### src/rtl/uart_pkg.sv
// Shared UART definitions: transmit FIFO sequencing states and default FIFO depth.
package uart_pkg;

  typedef enum logic [1:0] {TX_IDLE, TX_BUSY, TX_GAP} tx_state_t;

  localparam int unsigned UART_TX_FIFO_DEPTH = 16;

endpackage

### src/rtl/uart_tx_fifo_if.sv
// CSR-side push channel into the transmit FIFO.
interface uart_tx_fifo_if;

  logic       push_valid;
  logic [7:0] push_data;
  logic       push_ready;
  logic       flush;

  modport master (
    output push_valid,
    output push_data,
    output flush,
    input  push_ready
  );

  modport slave (
    input  push_valid,
    input  push_data,
    input  flush,
    output push_ready
  );

endinterface

### src/rtl/uart_fifo_mem.sv
// DEPTH x 8 register array: one synchronous write port, asynchronous read port.
module uart_fifo_mem #(
  parameter int unsigned DEPTH = 16,
  localparam int unsigned AW = $clog2(DEPTH)
) (
  input  logic          clk_i,
  input  logic          we_i,
  input  logic [AW-1:0] waddr_i,
  input  logic [7:0]    wdata_i,
  input  logic [AW-1:0] raddr_i,
  output logic [7:0]    rdata_o
);

  logic [7:0] mem_q [DEPTH];

  always_ff @(posedge clk_i) begin
    if (we_i) begin
      mem_q[waddr_i] <= wdata_i;
    end
  end

  assign rdata_o = mem_q[raddr_i];

endmodule

### src/rtl/uart_tx_fifo.sv
// Byte FIFO feeding uart_transmission one frame at a time; owns tx_data/tx_start.
module uart_tx_fifo
  import uart_pkg::*;
#(
  parameter int unsigned DEPTH = UART_TX_FIFO_DEPTH,
  localparam int unsigned AW = $clog2(DEPTH)
) (
  input  logic                 wb_clk_i,
  input  logic                 wb_rst_i,
  uart_tx_fifo_if.slave        push_if,
  output logic [7:0]           tx_data,
  output logic                 tx_start,
  input  logic                 clear_req,
  output logic [AW:0]          level,
  output logic                 empty,
  output logic                 full,
  output logic                 overflow,
  input  logic                 irq_en,
  output logic                 irq
);

  localparam logic [AW:0] FullCount = (AW+1)'(DEPTH);

  tx_state_t     state_q, state_d;
  logic [AW-1:0] wr_ptr_q, wr_ptr_d, rd_ptr_q, rd_ptr_d;
  logic [AW:0]   count_q, count_d;
  logic [7:0]    tx_data_q, tx_data_d;
  logic          tx_start_q, tx_start_d;
  logic          overflow_q, overflow_d;
  logic [7:0]    rd_byte;
  logic          push_acc, pop;

  assign full     = (count_q == FullCount);
  assign empty    = (count_q == '0);
  assign level    = count_q;
  assign irq      = irq_en & empty & (state_q == TX_IDLE);
  assign tx_data  = tx_data_q;
  assign tx_start = tx_start_q;
  assign overflow = overflow_q;

  assign push_if.push_ready = ~full;
  // Flush beats a concurrent push; full is judged on the registered count only.
  assign push_acc = push_if.push_valid & ~full & ~push_if.flush;

  uart_fifo_mem #(
    .DEPTH (DEPTH)
  ) u_mem (
    .clk_i   (wb_clk_i),
    .we_i    (push_acc),
    .waddr_i (wr_ptr_q),
    .wdata_i (push_if.push_data),
    .raddr_i (rd_ptr_q),
    .rdata_o (rd_byte)
  );

  always_comb begin
    state_d    = state_q;
    tx_start_d = tx_start_q;
    tx_data_d  = tx_data_q;
    pop        = 1'b0;
    unique case (state_q)
      TX_IDLE: begin
        if (!empty && !push_if.flush) begin
          pop        = 1'b1;
          tx_data_d  = rd_byte;
          tx_start_d = 1'b1;
          state_d    = TX_BUSY;
        end
      end
      TX_BUSY: begin
        if (clear_req) begin
          tx_start_d = 1'b0;
          state_d    = TX_GAP;
        end
      end
      TX_GAP: begin
        state_d = TX_IDLE;
      end
      default: begin
        tx_start_d = 1'b0;
        state_d    = TX_IDLE;
      end
    endcase
  end

  always_comb begin
    wr_ptr_d   = wr_ptr_q + AW'(push_acc);
    rd_ptr_d   = rd_ptr_q + AW'(pop);
    count_d    = count_q + (AW+1)'(push_acc) - (AW+1)'(pop);
    overflow_d = overflow_q | (push_if.push_valid & full);
    if (push_if.flush) begin
      rd_ptr_d   = wr_ptr_q;
      count_d    = '0;
      overflow_d = 1'b0;
    end
  end

  always_ff @(posedge wb_clk_i) begin
    if (wb_rst_i) begin
      state_q    <= TX_IDLE;
      wr_ptr_q   <= '0;
      rd_ptr_q   <= '0;
      count_q    <= '0;
      tx_data_q  <= 8'h00;
      tx_start_q <= 1'b0;
      overflow_q <= 1'b0;
    end else begin
      state_q    <= state_d;
      wr_ptr_q   <= wr_ptr_d;
      rd_ptr_q   <= rd_ptr_d;
      count_q    <= count_d;
      tx_data_q  <= tx_data_d;
      tx_start_q <= tx_start_d;
      overflow_q <= overflow_d;
    end
  end

endmodule
### src/flat_wrapper.sv
// flat-port wrapper written by rule: the top's interface ports become plain ports
module uart_tx_fifo_flat import uart_pkg::*;
#(
  parameter int unsigned DEPTH = UART_TX_FIFO_DEPTH,
  localparam int unsigned AW = $clog2(DEPTH)
)
  (wb_clk_i, wb_rst_i, tx_data, tx_start, clear_req, level, empty, full, overflow, irq_en, irq, push_if_push_valid, push_if_push_data, push_if_flush, push_if_push_ready);
  uart_tx_fifo_if push_if_i ();
  input  logic wb_clk_i;
  input  logic wb_rst_i;
  output logic [7:0] tx_data;
  output logic tx_start;
  input  logic clear_req;
  output logic [AW:0] level;
  output logic empty;
  output logic full;
  output logic overflow;
  input  logic irq_en;
  output logic irq;
  input wire logic [$bits(push_if_i.push_valid)-1:0] push_if_push_valid;
  input wire logic [$bits(push_if_i.push_data)-1:0] push_if_push_data;
  input wire logic [$bits(push_if_i.flush)-1:0] push_if_flush;
  output wire logic [$bits(push_if_i.push_ready)-1:0] push_if_push_ready;
  assign push_if_i.push_valid = push_if_push_valid;
  assign push_if_i.push_data = push_if_push_data;
  assign push_if_i.flush = push_if_flush;
  assign push_if_push_ready = push_if_i.push_ready;
  uart_tx_fifo #(.DEPTH(DEPTH)) u_core (.wb_clk_i(wb_clk_i), .wb_rst_i(wb_rst_i), .push_if(push_if_i), .tx_data(tx_data), .tx_start(tx_start), .clear_req(clear_req), .level(level), .empty(empty), .full(full), .overflow(overflow), .irq_en(irq_en), .irq(irq));
endmodule
### config.mk
export PLATFORM = sky130hd
export DESIGN_NAME = uart_tx_fifo_flat
export DESIGN_NICKNAME = d
export VERILOG_FILES = /design/src/rtl/uart_pkg.sv /design/src/rtl/uart_tx_fifo_if.sv /design/src/rtl/uart_fifo_mem.sv /design/src/rtl/uart_tx_fifo.sv /design/src/flat_wrapper.sv
export SDC_FILE = /design/constraint.sdc
export NUM_CORES = 1
export LEC_CHECK = 0
export ABC_CLOCK_PERIOD_IN_PS = 7580
export CAP_MARGIN = 20
export CORE_ASPECT_RATIO = 1.4
export CORE_MARGIN = 5
export CORE_UTILIZATION = 45
export DETAILED_ROUTE_END_ITERATION = 8
export PLACE_DENSITY = 0.73
export SKIP_CTS_REPAIR_TIMING = 1
export SLEW_MARGIN = 20
export SYNTH_ARGS = -nofsm -noshare
export SYNTH_HDL_FRONTEND = slang
export SYNTH_HIERARCHICAL = 1
export SYNTH_SLANG_ARGS = --single-unit
### constraint.sdc
create_clock -name wb_clk_i -period 7.58 [get_ports wb_clk_i]
set_clock_uncertainty 0.05 [all_clocks]
set_input_delay 1.516 -clock wb_clk_i [delete_from_list [all_inputs] [get_ports wb_clk_i]]
set_output_delay 1.516 -clock wb_clk_i [all_outputs]
set_load 0.005 [all_outputs]
# ---- Yosys cells after proc, flatten, opt, wreduce, memory -nomap -nowiden
# Memories as Yosys holds them, arrays and structs flattened. A register that Yosys moved wholly into a read port is not among the register bits.
# Index checks and enable logic that the tools add are counted.
dict set report op_classes {
  addsub 4
  n_eq_ne 5
  n_mux 11
  n_bitwise 9
  reduce_logical 9
}
# operator n
set op_table {}
lappend op_table {{adder 4 x 1 -> 4 bit} 2}
lappend op_table {{two-way mux 1 bit} 6}
lappend op_table {{adder 5 x 1 -> 5 bit} 1}
lappend op_table {{bitwise AND 1 bit} 5}
lappend op_table {{equality test 5 bit, second input constant} 1}
lappend op_table {{zero test 5 bit} 1}
lappend op_table {{subtractor 5 x 1 -> 5 bit} 1}
lappend op_table {{two-way mux 2 bit} 2}
lappend op_table {{two-way mux 4 bit} 1}
lappend op_table {{inequality test 2 bit, second input constant} 2}
lappend op_table {{case mux 2 bit (2 select lines)} 1}
lappend op_table {{AND reduction 2 bit} 2}
lappend op_table {{inverter 1 bit} 3}
lappend op_table {{case mux 1 bit (3 select lines)} 1}
lappend op_table {{AND reduction 3 bit} 1}
lappend op_table {{equality test 2 x 1 -> 1 bit, second input constant} 1}
lappend op_table {{equality test 2 bit, second input constant} 1}
lappend op_table {{zero test 1 bit} 2}
lappend op_table {{zero test 2 bit} 1}
lappend op_table {{OR reduction 2 bit} 1}
lappend op_table {{logical AND 1 bit} 1}
lappend op_table {{OR 1 bit} 1}
dict set report totals {
  ff_bits 17
  ramBits 128
  out_inout_bits 19
  n_memories 1
}
# memory words width rd rd_ports_with_merged_regs write_ports line
set memory_table {}
lappend memory_table {u_core.u_mem.mem_q 16 8 1 1 1 uart_fifo_mem.sv:14} ;# logic [7:0] mem_q [DEPTH];

# ---- Depth between registers and ports, before layout
# Gate-level depths: netlist (run 1).
dict set report depth {
  word_depth 7
  ltp_mapped 14
  mapped_depth_nobuf 13
}

# ---- Cells and area by module
# Netlist (run 1), hierarchy kept.
# module n_inst cells_each area_each_um2 seq_area_each_um2
set by_module_without_submodules {}
lappend by_module_without_submodules {uart_fifo_mem 1 221 4987.3 3843.7}
lappend by_module_without_submodules {uart_tx_fifo 1 130 1146.1 500.5}

# ---- Least setup slack after synthesis (run 1)
# No wires, ideal clock.
dict set report synth_timing {
  kind {input -> register}
  from {input port push_if_flush}
  to {memory u_core.u_mem.mem_q[0][0] (enable)}
  setup_ps 383
  arrival_ps 3063
  t_required_ps 7147
  setup_slack_ps 4083
  path_stages 4
  n_path_buf 1
  path_cell_list {buf_1 nor2_1 or3b_2 nor3_1}
}
dict set report synth_via {
  elab_chain_len 4
}
# element line
set synth_lines {}
lappend synth_lines {{from (decl)} flat_wrapper.sv:22} ;# input wire logic [$bits(push_if_i.flush)-1:0] push_if_flush;
lappend synth_lines {{inverter 1 bit} uart_tx_fifo.sv:43} ;# assign push_acc = push_if.push_valid & ~full & ~push_if.flush;
lappend synth_lines {{bitwise AND 1 bit} uart_tx_fifo.sv:43}
lappend synth_lines {{named net u_core.push_acc} uart_tx_fifo.sv:31} ;# logic push_acc, pop;
lappend synth_lines {{two-way mux 1 bit} uart_fifo_mem.sv:17} ;# if (we_i) begin
lappend synth_lines {{two-way mux 1 bit (not written as such)} uart_fifo_mem.sv:18} ;# mem_q[waddr_i] <= wdata_i;
lappend synth_lines {{to (decl)} uart_fifo_mem.sv:14}
# The timed path passes the listed nets, and every way through them passes these cells.

# ---- Final worst setup path (run 1)
dict set report layout_timing {
  from {input port push_if_flush}
  to {register u_core.count_q[4], in the netlist u_core/level[4]}
}
dict set report layout_via {
  elab_chain_len 5
}
# element line
set layout_lines {}
lappend layout_lines {{parallel branches: the longest is 5 deep, another holds adder 5 x 1 -> 5 bit} -}
lappend layout_lines {{to (signal assigned)} uart_tx_fifo.sv:111} ;# count_q <= count_d;
lappend layout_lines {{to (decl)} uart_tx_fifo.sv:26} ;# logic [AW:0] count_q, count_d;
# Several ways; the timed one is not identified.
# A chain may end at the register's enable or synchronous reset.

==> metrics.csv, run 1 <==
metric;value;unit
cts_buffer_depth;2;
crit_family;simple AND/OR/NAND/NOR gates;
critical_path.cell_chain;clkdlybuf4s50_1, nor4_2, nand2_1, nand2_1, ha_1, inv_1, fa_1, nand2b_1, a21oi_1, o21ai_0, nor3b_1;
clk_latency;0.42;ns
viasPerCell;5.517;
setup_tns;0;ns
synthToLayoutAreaGrowth;17.32;%
antenna_found_initial;0;
synth_top_area_frac;0.6267;
numCtsBuffers;17;
synth_common_cells;128 x edfxtp_1, 32 x nand2_1, 25 x dfxtp_1;
p_sw;0.0004843;W
avgRoutedWirePerCell;20.31;um
netlist_instances;351;
ff2ff_setup_slack;4.40;ns
antenna_left;0;
htreeDepth;4;
r2r_cells;13;
portBuffers;32;
final_max_slew_viol_count;0;
dieWidth;108.7;um
fin_crit_sh;0.5631;
max_slew_margin;0.3822;
die_y;148.1;um
power.density;284.1;nW/um2
grt_overflow_total;0;
synth_fp_nets;374;
worst-path-max-fanout;13;
drc;0;
cts_tree;yes;
synth_area;6133;um2
post-route-min-period;4.268;ns
cts.sinks;153;
worst_pin_slew;0.9190;ns
n_antenna_cell;0;
grt_max_degree;36;
rr_startpoint;u_core/level[2];
required;7.84;ns
critical-path-max-stage-delay;0.85;ns
post-route-util;0.5375;
combPwrFrac;0.120;
worstHoldEndpoint;u_core/tx_start;
cpMostUsedCell;nand2_1;
coreArea;13390;um2
hp-start;u_core/tx_start;
drt-total-wl;11860;um
ys_top_cells_by_area;edfxtp_1 63%, dfxtp_1 8.2%, mux4_2 6.6%;
ys_types;41;
dr.first_iter.drc_count;284;
cts-root-buf;clkbuf_16;
run_status;complete, no violations;
synth-main-ff-cell;edfxtp_1;
hold_ws;0.4022;ns
cp_num_cells;11;
synth.most_common_cell;edfxtp_1;
slowest_stage;nor4_2;
rr_endpoint;u_core/level[4];
post_dp_cell_area;6599;um2
seqPwrFrac;0.471;
start_util;0.4581;
pin_count;33;
cp_data_arrival_time;4.52;ns
final_hold_viol_count;0;
rows;50;
grt_pass1_wl;18380;um
switching_share;0.2369;
ys_seq_area_frac;0.7083;
num_vias;3222;
p_leak;2.332;nW
start_kind;input port;
ys_async_sr_fraction;0;
die_area;16100;um2
dp_hpwl;7728;um
critPathCaptureType;flop;
ys_ff_latch;153;
syn_area_per_cell;17.47;um2
met2_wirelength;6257;um
vdd_drop_max;0.1515;mV
critPathBufInv;2;
max_cap_violations;0;
p_int;0.001560;W
hold_class;flop to flop;
synth.yosys.warnings;6;
cts.clk_slew.worst_paths;0.06;ns
met1_length;4736;um
route.met3.wl;588;um
synth_edf_count;128;
nFillCells;1090;
setup_viol;0;
fin_area;7196;um2
rsz0062_at_grt;no;
crit_type;input port to flop;
crit_start;push_if_flush;
dr.pass1.iters;5;
min_path_cells;2;
place_congestion;0.8127;
max_freq;0.2343;GHz
top_layer;met4;
layout-drive-gt1-share;0.1542;
synth_top_cell_by_area;edfxtp_1;
layout.nets;412;
pwr-share-clk;0.409;
grt_pass1_vias;3281;
globalRouteTotalUtil;0.1578;
-- placed cells by master (no fill, tap or decap), types with 8 or more instances in the layout --
| cell type | count |
|---|---|
| mux4_1 | 14 |
| dfxtp_1 | 23 |
| nor2_1 | 24 |
| clkbuf_16 | 17 |
| edfxtp_1 | 128 |
| ha_1 | 8 |
| a21oi_1 | 15 |
| nand2_1 | 32 |
| inv_1 | 9 |
| a22oi_1 | 17 |
| clkdlybuf4s50_1 | 32 |
| mux4_2 | 18 |
-- layout make-up --
class,instances,area [um2],share of cell area
Clock buffer,18,429.2,0.05964
Clock inverter,14,162.7,0.02260
Inverter,9,33.78,0.004695
Multi-Input combinational cell,174,1660,0.2307
Sequential cell,153,4347,0.6041
Tap cell,182,227.7,0.03165
Timing Repair Buffer,34,335.3,0.04660
-- power groups by stage --
stage	registers, W	logic (W)	clock network, W
2_1_floorplan	0.000974	0.000156	0
3_3_place_gp	0.000979	0.000243	0
3_5_place_dp	0.000980	0.000248	0
4_1_cts	0.000963	0.000249	0.000846
5_1_grt	0.000966	0.000272	0.000881
6_report	0.000962	0.000246	0.000836
-- through the flow --
step | total power (W) | instances | worst slack (ns)
after CTS | 0.002059 | 584 | 3.308
after global routing | 0.002119 | 584 | 2.918
after floorplan | 0.001130 | 351 | 4.083
after detailed placement | 0.001228 | 552 | 2.856
after global placement | 0.001221 | 552 | 2.935
final | 0.002044 | 584 | 3.312
-- per-layer routing --
| layer | vias to the layer above | track usage |
|---|---|---|
| li1 | 1462 | - |
| met1 | 1634 | 0.1974 |
| met2 | 102 | 0.2661 |
| met3 | 24 | 0.02953 |
| met4 | 0 | 0.07012 |
| met5 | - | 0 |
-- how the worst max path moves through the flow --
| stage | slack, ns | to |
|---|---|---|
| after floorplan | 4.08 | u_core/u_mem/mem_q[0][0] |
| after global placement | 2.94 | u_core/level[4] |
| after detailed placement | 2.86 | u_core/level[4] |
| after CTS | 3.31 | u_core/level[4] |
| after global routing | 2.92 | u_core/level[4] |
| final | 3.31 | u_core/level[4] |
-- flip-flops by register name, summed over array words and instances (netlist names) --
| name | flops |
|---|---|
| u_core/rd_ptr_q | 4 |
| u_core/wr_ptr_q | 4 |
| u_core/u_mem/mem_q | 128 |
| u_core/tx_data | 8 |
| u_core/overflow | 1 |
| u_core/state_q | 2 |
| u_core/tx_start | 1 |
| u_core/level | 5 |
-- cell families after synthesis --
kind of cell	synth area share
buffers and inverters	0.02346
xor gates and xnor gates	0.007141
DFF	0.7083
and+or+nand+nor	0.07446
adders and majority gates	0.01958
muxes	0.1277
AOI/OAI and AO/OA	0.03937
-- worst register-to-register path, stage by stage (launching register included) --
cell and delay (ns):
dfxtp_1 0.35, inv_1 0.07, ha_1 0.23, nor4b_4 0.15, nor4_2 0.70, nand2_1 0.21
nand2_1 0.10, ha_1 0.16, inv_1 0.06, fa_1 0.39, nand2b_1 0.17, a21oi_1 0.19
o21ai_0 0.10, nor3b_1 0.15
No activity file was read; power rests on OpenSTA's default activity.
==> inputs of run 2 (changes only) <==
ABC_CLOCK_PERIOD_IN_PS = 3500   (was 7580)
PLACE_DENSITY = 0.75   (was 0.73)
clock period = 3.5 ns   (was 7.58 ns; I/O delays follow)
==> run 2 against run 1 <==
Combinational power rose by 120%. Sequential cell count is the same. Hold slack improved by 0.0016 ns. Cell count is 3.6% higher. Utilization increased by 1.5 points. Die area is the same. Worst setup slack worse by 2.6 ns. Wire length shrank 0.25%. Sequential power grew 120%. Critical path type is now flop to flop.
==> metrics.csv, run 2 (synthesis gave the netlist of run 1 again) <==
metric;value;unit
drt-total-wl;11830;um
start_util;0.4581;
required;3.78;ns
cts-root-buf;clkbuf_16;
r2r_cells;13;
cts.sinks;153;
num_vias;3284;
post_dp_cell_area;6745;um2
cp_num_cells;13;
cp_data_arrival_time;3.05;ns
synthToLayoutAreaGrowth;20.54;%
critPathBufInv;2;
run_status;complete, no violations;
dp_hpwl;8020;um
fin_crit_sh;0.7907;
largest_register_ffs;128;
min_path_cells;2;
critical_path.cell_chain;inv_1, ha_1, nor4b_4, nor4_2, or3_1, nand2_1, ha_1, inv_1, fa_1, nand2b_1, a21oi_1, nor3_1, nor3b_1;
worst_pin_slew;0.6911;ns
dp.cells;573;
cts.clk_slew.worst_paths;0.06;ns
worst-path-max-fanout;4;
grt_pass1_vias;3430;
max_cap_violations;0;
htreeDepth;4;
drc;0;
place_congestion;0.7758;
power.density;621.9;nW/um2
setup_viol;0;
viasPerCell;5.428;
final_hold_viol_count;0;
dr.pass1.iters;4;
antenna_left;0;
clk_latency;0.41;ns
slowest_stage;fa_1;
grt_max_degree;36;
layout.nets;433;
fin_area;7393;um2
avgRoutedWirePerCell;19.56;um
crit_family;simple AND/OR/NAND/NOR gates;
die_area;16100;um2
start_kind;flop;
pin_count;33;
final_max_slew_viol_count;0;
cts_tree;yes;
layout-drive-gt1-share;0.1844;
globalRouteTotalUtil;0.1606;
post-route-min-period;2.767;ns
grt_overflow_total;0;
portBuffers;32;
cts_buffer_depth;2;
rsz0062_at_grt;no;
die_y;148.1;um
regMostFlops;u_core/u_mem/mem_q;
finalNonFillerCells;605;
crit_type;flop to flop;
n_antenna_cell;0;
critPathCaptureType;flop;
final_common_cell;edfxtp_1;
layout_common_cells;128 x edfxtp_1, 32 x clkdlybuf4s50_1, 32 x nand2_1, 24 x nor2_1, 24 x dfxtp_1;
p_total;0.004598;W
rows;50;
dieWidth;108.7;um
vdd_drop_max;0.3340;mV
hold_ws;0.4038;ns
p_leak;2.470;nW
grt_pass1_wl;18860;um
numCtsBuffers;17;
hold_class;flop to flop;
max_freq;0.3614;GHz
antenna_found_initial;0;
max_slew_margin;0.5375;
critical-path-max-stage-delay;0.40;ns
setup_tns;0;ns
coreArea;13390;um2
dr.first_iter.drc_count;223;
run 2: changes by cell type in the layout (fill, tap and decap cells not counted), moves of 2 or more:
cell        before  now
buf_4            2   23
clkinv_1         0    2
nor3_2           3    0
nor3_1           4    7
clkinvlp_4       4    1
bufinv_16        2    5
run 2: layout make-up:
cell class	instances	area [um2]
Inverter	9	33.78
Clock inverter	15	222.7
Tap cell	182	227.7
Clock buffer	17	425.4
Fill cell	1043	5995
Sequential cell	153	4345
Multi-Input combinational cell	174	1645
Timing Repair Buffer	55	493.0
run 2: path summary, 6_finish.rpt:
| path | startpoint | slack, ns | to |
|---|---|---|---|
| worst max-delay path | u_core/level[2] | 0.73 | u_core/level[4] |
| worst min-delay path | u_core/tx_data[2] | 0.40 | u_core/tx_data[2] |
| worst min register to register | u_core/tx_data[2] | 0.40 | u_core/tx_data[2] |
| worst max register to register | u_core/level[2] | 0.73 | u_core/level[4] |
run 2: where the power goes:
group | switching [W] | total [W] | internal [W] | leakage, nW
clock | 0.000703 | 0.00197 | 0.00127 | 0.313
sequential | 0.0000421 | 0.00207 | 0.00203 | 1.36
combinational | 0.000262 | 0.000553 | 0.000292 | 0.801
total | 0.00101 | 0.00460 | 0.00359 | 2.47
run 2: per-stage QoR:
stage                     setup slack [ns]  utilization
after global routing                0.5160       0.5522
after detailed placement            0.3821       0.5038
after floorplan                     0.8191            -
final                               0.7326       0.5522
after global placement              0.4574       0.5038
after CTS                           0.6871       0.5522
run 2: worst register-to-register path: stages (launching register included):
cell,delay (ns)
dfxtp_1,0.33
inv_1,0.08
ha_1,0.18
nor4b_4,0.30
nor4_2,0.09
or3_1,0.32
nand2_1,0.08
ha_1,0.16
inv_1,0.06
fa_1,0.40
nand2b_1,0.17
a21oi_1,0.19
nor3_1,0.07
nor3b_1,0.20
run 2: layer usage:
metal / part of all wire / GRT usage
met2: 0.55 / 0.2865
met1: 0.39 / 0.1835
met3: 0.042 / 0.03691
met5: 0 / 0
met4: 0.017 / 0.06633
==> inputs of run 3 (changes only) <==
ABC_CLOCK_PERIOD_IN_PS = 2210   (was 3500)
clock period = 2.21 ns   (was 3.5 ns; I/O delays follow)
==> run 3 against run 2 <==
The flow now finishes with violations (setup timing). Power is 58% higher. Via count is 4.7% higher. Clock-buffer cell count is 3 higher. Global-route usage is 1.1 points higher. Sequential share of layout area is 2.4 points lower. Cell area is 4.3% higher. Cell count is 3.6% higher. Clock power is 46% higher. Critical endpoint unchanged. Largest cell class unchanged.
==> metrics.csv, run 3 (synthesis gave the netlist of run 1 again) <==
metric;value;unit
power.density;940.9;nW/um2
post_dp_cell_area;7015;um2
combPwrFrac;0.152;
cpMostUsedCell;inv_2;
grt.met2_usage;0.3066;
critical_path.cell_chain;inv_2, ha_4, nor4b_4, nor4_2, or3_1, nand2_1, ha_2, inv_2, fa_2, nand2b_4, a21oi_4, o21ai_1, nor3b_2;
switching_share;0.2256;
hold_class;flop to flop;
synthToLayoutAreaGrowth;25.77;%
max_freq;0.3945;GHz
start_kind;flop;
crit_family;simple AND/OR/NAND/NOR gates;
avgRoutedWirePerCell;20.38;um
antenna_found_initial;0;
cts.sinks;153;
cts_tree;yes;
grt_use_met3;0.04342;
grt_pass1_vias;3735;
max_cap_violations;0;
pwr-share-clk;0.395;
die_area;16100;um2
slowest_stage;fa_2;
final-seq-area;4348;um2
fin_area;7714;um2
grt_max_degree;35;
largest_register_ffs;128;
coreArea;13390;um2
setup_tns;-0.5446;ns
seqPwrFrac;0.453;
layout.nets;455;
worst-path-max-fanout;4;
grt_use_met1;0.1915;
num_vias;3437;
critPathCaptureType;flop;
dp_hpwl;8375;um
p_int;0.005620;W
rsz0062_at_grt;yes;
setup_slack;-0.3250;ns
layout-drive-gt1-share;0.2809;
required;2.46;ns
start_util;0.4581;
grt_overflow_total;0;
cts-root-buf;clkbuf_16;
fin_crit_sh;1.147;
crit_type;flop to flop;
cts_buffer_depth;2;
nFillCells;1029;
n_antenna_cell;0;
ff2ff_setup_slack;-0.33;ns
run_status;complete, but fails checks;
pin_count;33;
grt_pass1_wl;20130;um
viasPerCell;5.482;
critPathBufInv;2;
place_congestion;0.7715;
cts.clk_slew.worst_paths;0.06;ns
multi_input_area;1760;um2
final_hold_viol_count;0;
max_slew_margin;0.5695;
dr.first_iter.drc_count;180;
drc;0;
cp_data_arrival_time;2.78;ns
portBuffers;32;
final_common_cell;edfxtp_1;
p_sw;0.001637;W
violations;setup timing;
numCtsBuffers;17;
gr-max-usage-layer;met2;
vdd_drop_max;0.5910;mV
p_leak;2.605;nW
regMostFlops;u_core/u_mem/mem_q;
antenna_left;0;
die_y;148.1;um
worst_pin_slew;0.6444;ns
post-route-min-period;2.535;ns
final_max_slew_viol_count;0;
clk_latency;0.41;ns
rows;50;
setup_viol;5;
htreeDepth;4;
globalRouteTotalUtil;0.1712;
p_total;0.007257;W
dieWidth;108.7;um
critical-path-max-stage-delay;0.33;ns
layout_common_cells;128 x edfxtp_1, 36 x buf_4, 30 x clkdlybuf4s50_1, 30 x nand2_1, 22 x dfxtp_1;
dr.pass1.iters;6;
drt-total-wl;12780;um
==> run 3: path summary, 6_finish.rpt <==
path                           from           endpoint  cells after the start
setup / recovery    u_core/level[2]    u_core/level[4]                     13
hold / removal    u_core/tx_data[6]  u_core/tx_data[6]                      2
setup reg to reg    u_core/level[2]    u_core/level[4]                     13
hold reg to reg   u_core/tx_data[6]  u_core/tx_data[6]                      2
==> run 3: power groups by stage <==
stage	Clock (W)	Sequential, W	Combinational, W
after detailed placement	0	0.00334	0.00104
after global placement	0	0.00334	0.000998
after CTS	0.00292	0.00328	0.00105
final	0.00287	0.00328	0.00110
after global routing	0.00306	0.00329	0.00121
after floorplan	0	0.00335	0.000581
==> run 3: cell type report <==
class                      instances  area share
tap                              182     0.02952
inverter                           9    0.004380
sequential                       153      0.5637
clock buffer                      20     0.05791
clock inverter                    12     0.01914
multi-input combinational        174      0.2282
timing repair buffer              77     0.09716
==> run 3: metal layers <==
layer | part of all wire | routed length (um)
met3 | 0.042 | 534
met2 | 0.56 | 7206
met5 | 0 | 0
met1 | 0.37 | 4746
met4 | 0.023 | 290
==> run 3: worst min-delay path, stage by stage, from the launching register on <==
cell	delay [ns]
dfxtp_1	0.31
nand2_1	0.05
a21oi_1	0.05
==> run 3: metrics by stage <==
step | util | hold WS [ns] | worst slack [ns] | instances
after floorplan | - | 0.4027 | -0.2560 | 351
after global placement | 0.5240 | 0.3953 | -0.4306 | 592
after detailed placement | 0.5240 | 0.3990 | -0.5600 | 592
after CTS | 0.5684 | 0.4076 | -0.3913 | 624
after global routing | 0.5762 | 0.4428 | -0.4808 | 627
final | 0.5762 | 0.4097 | -0.3250 | 627
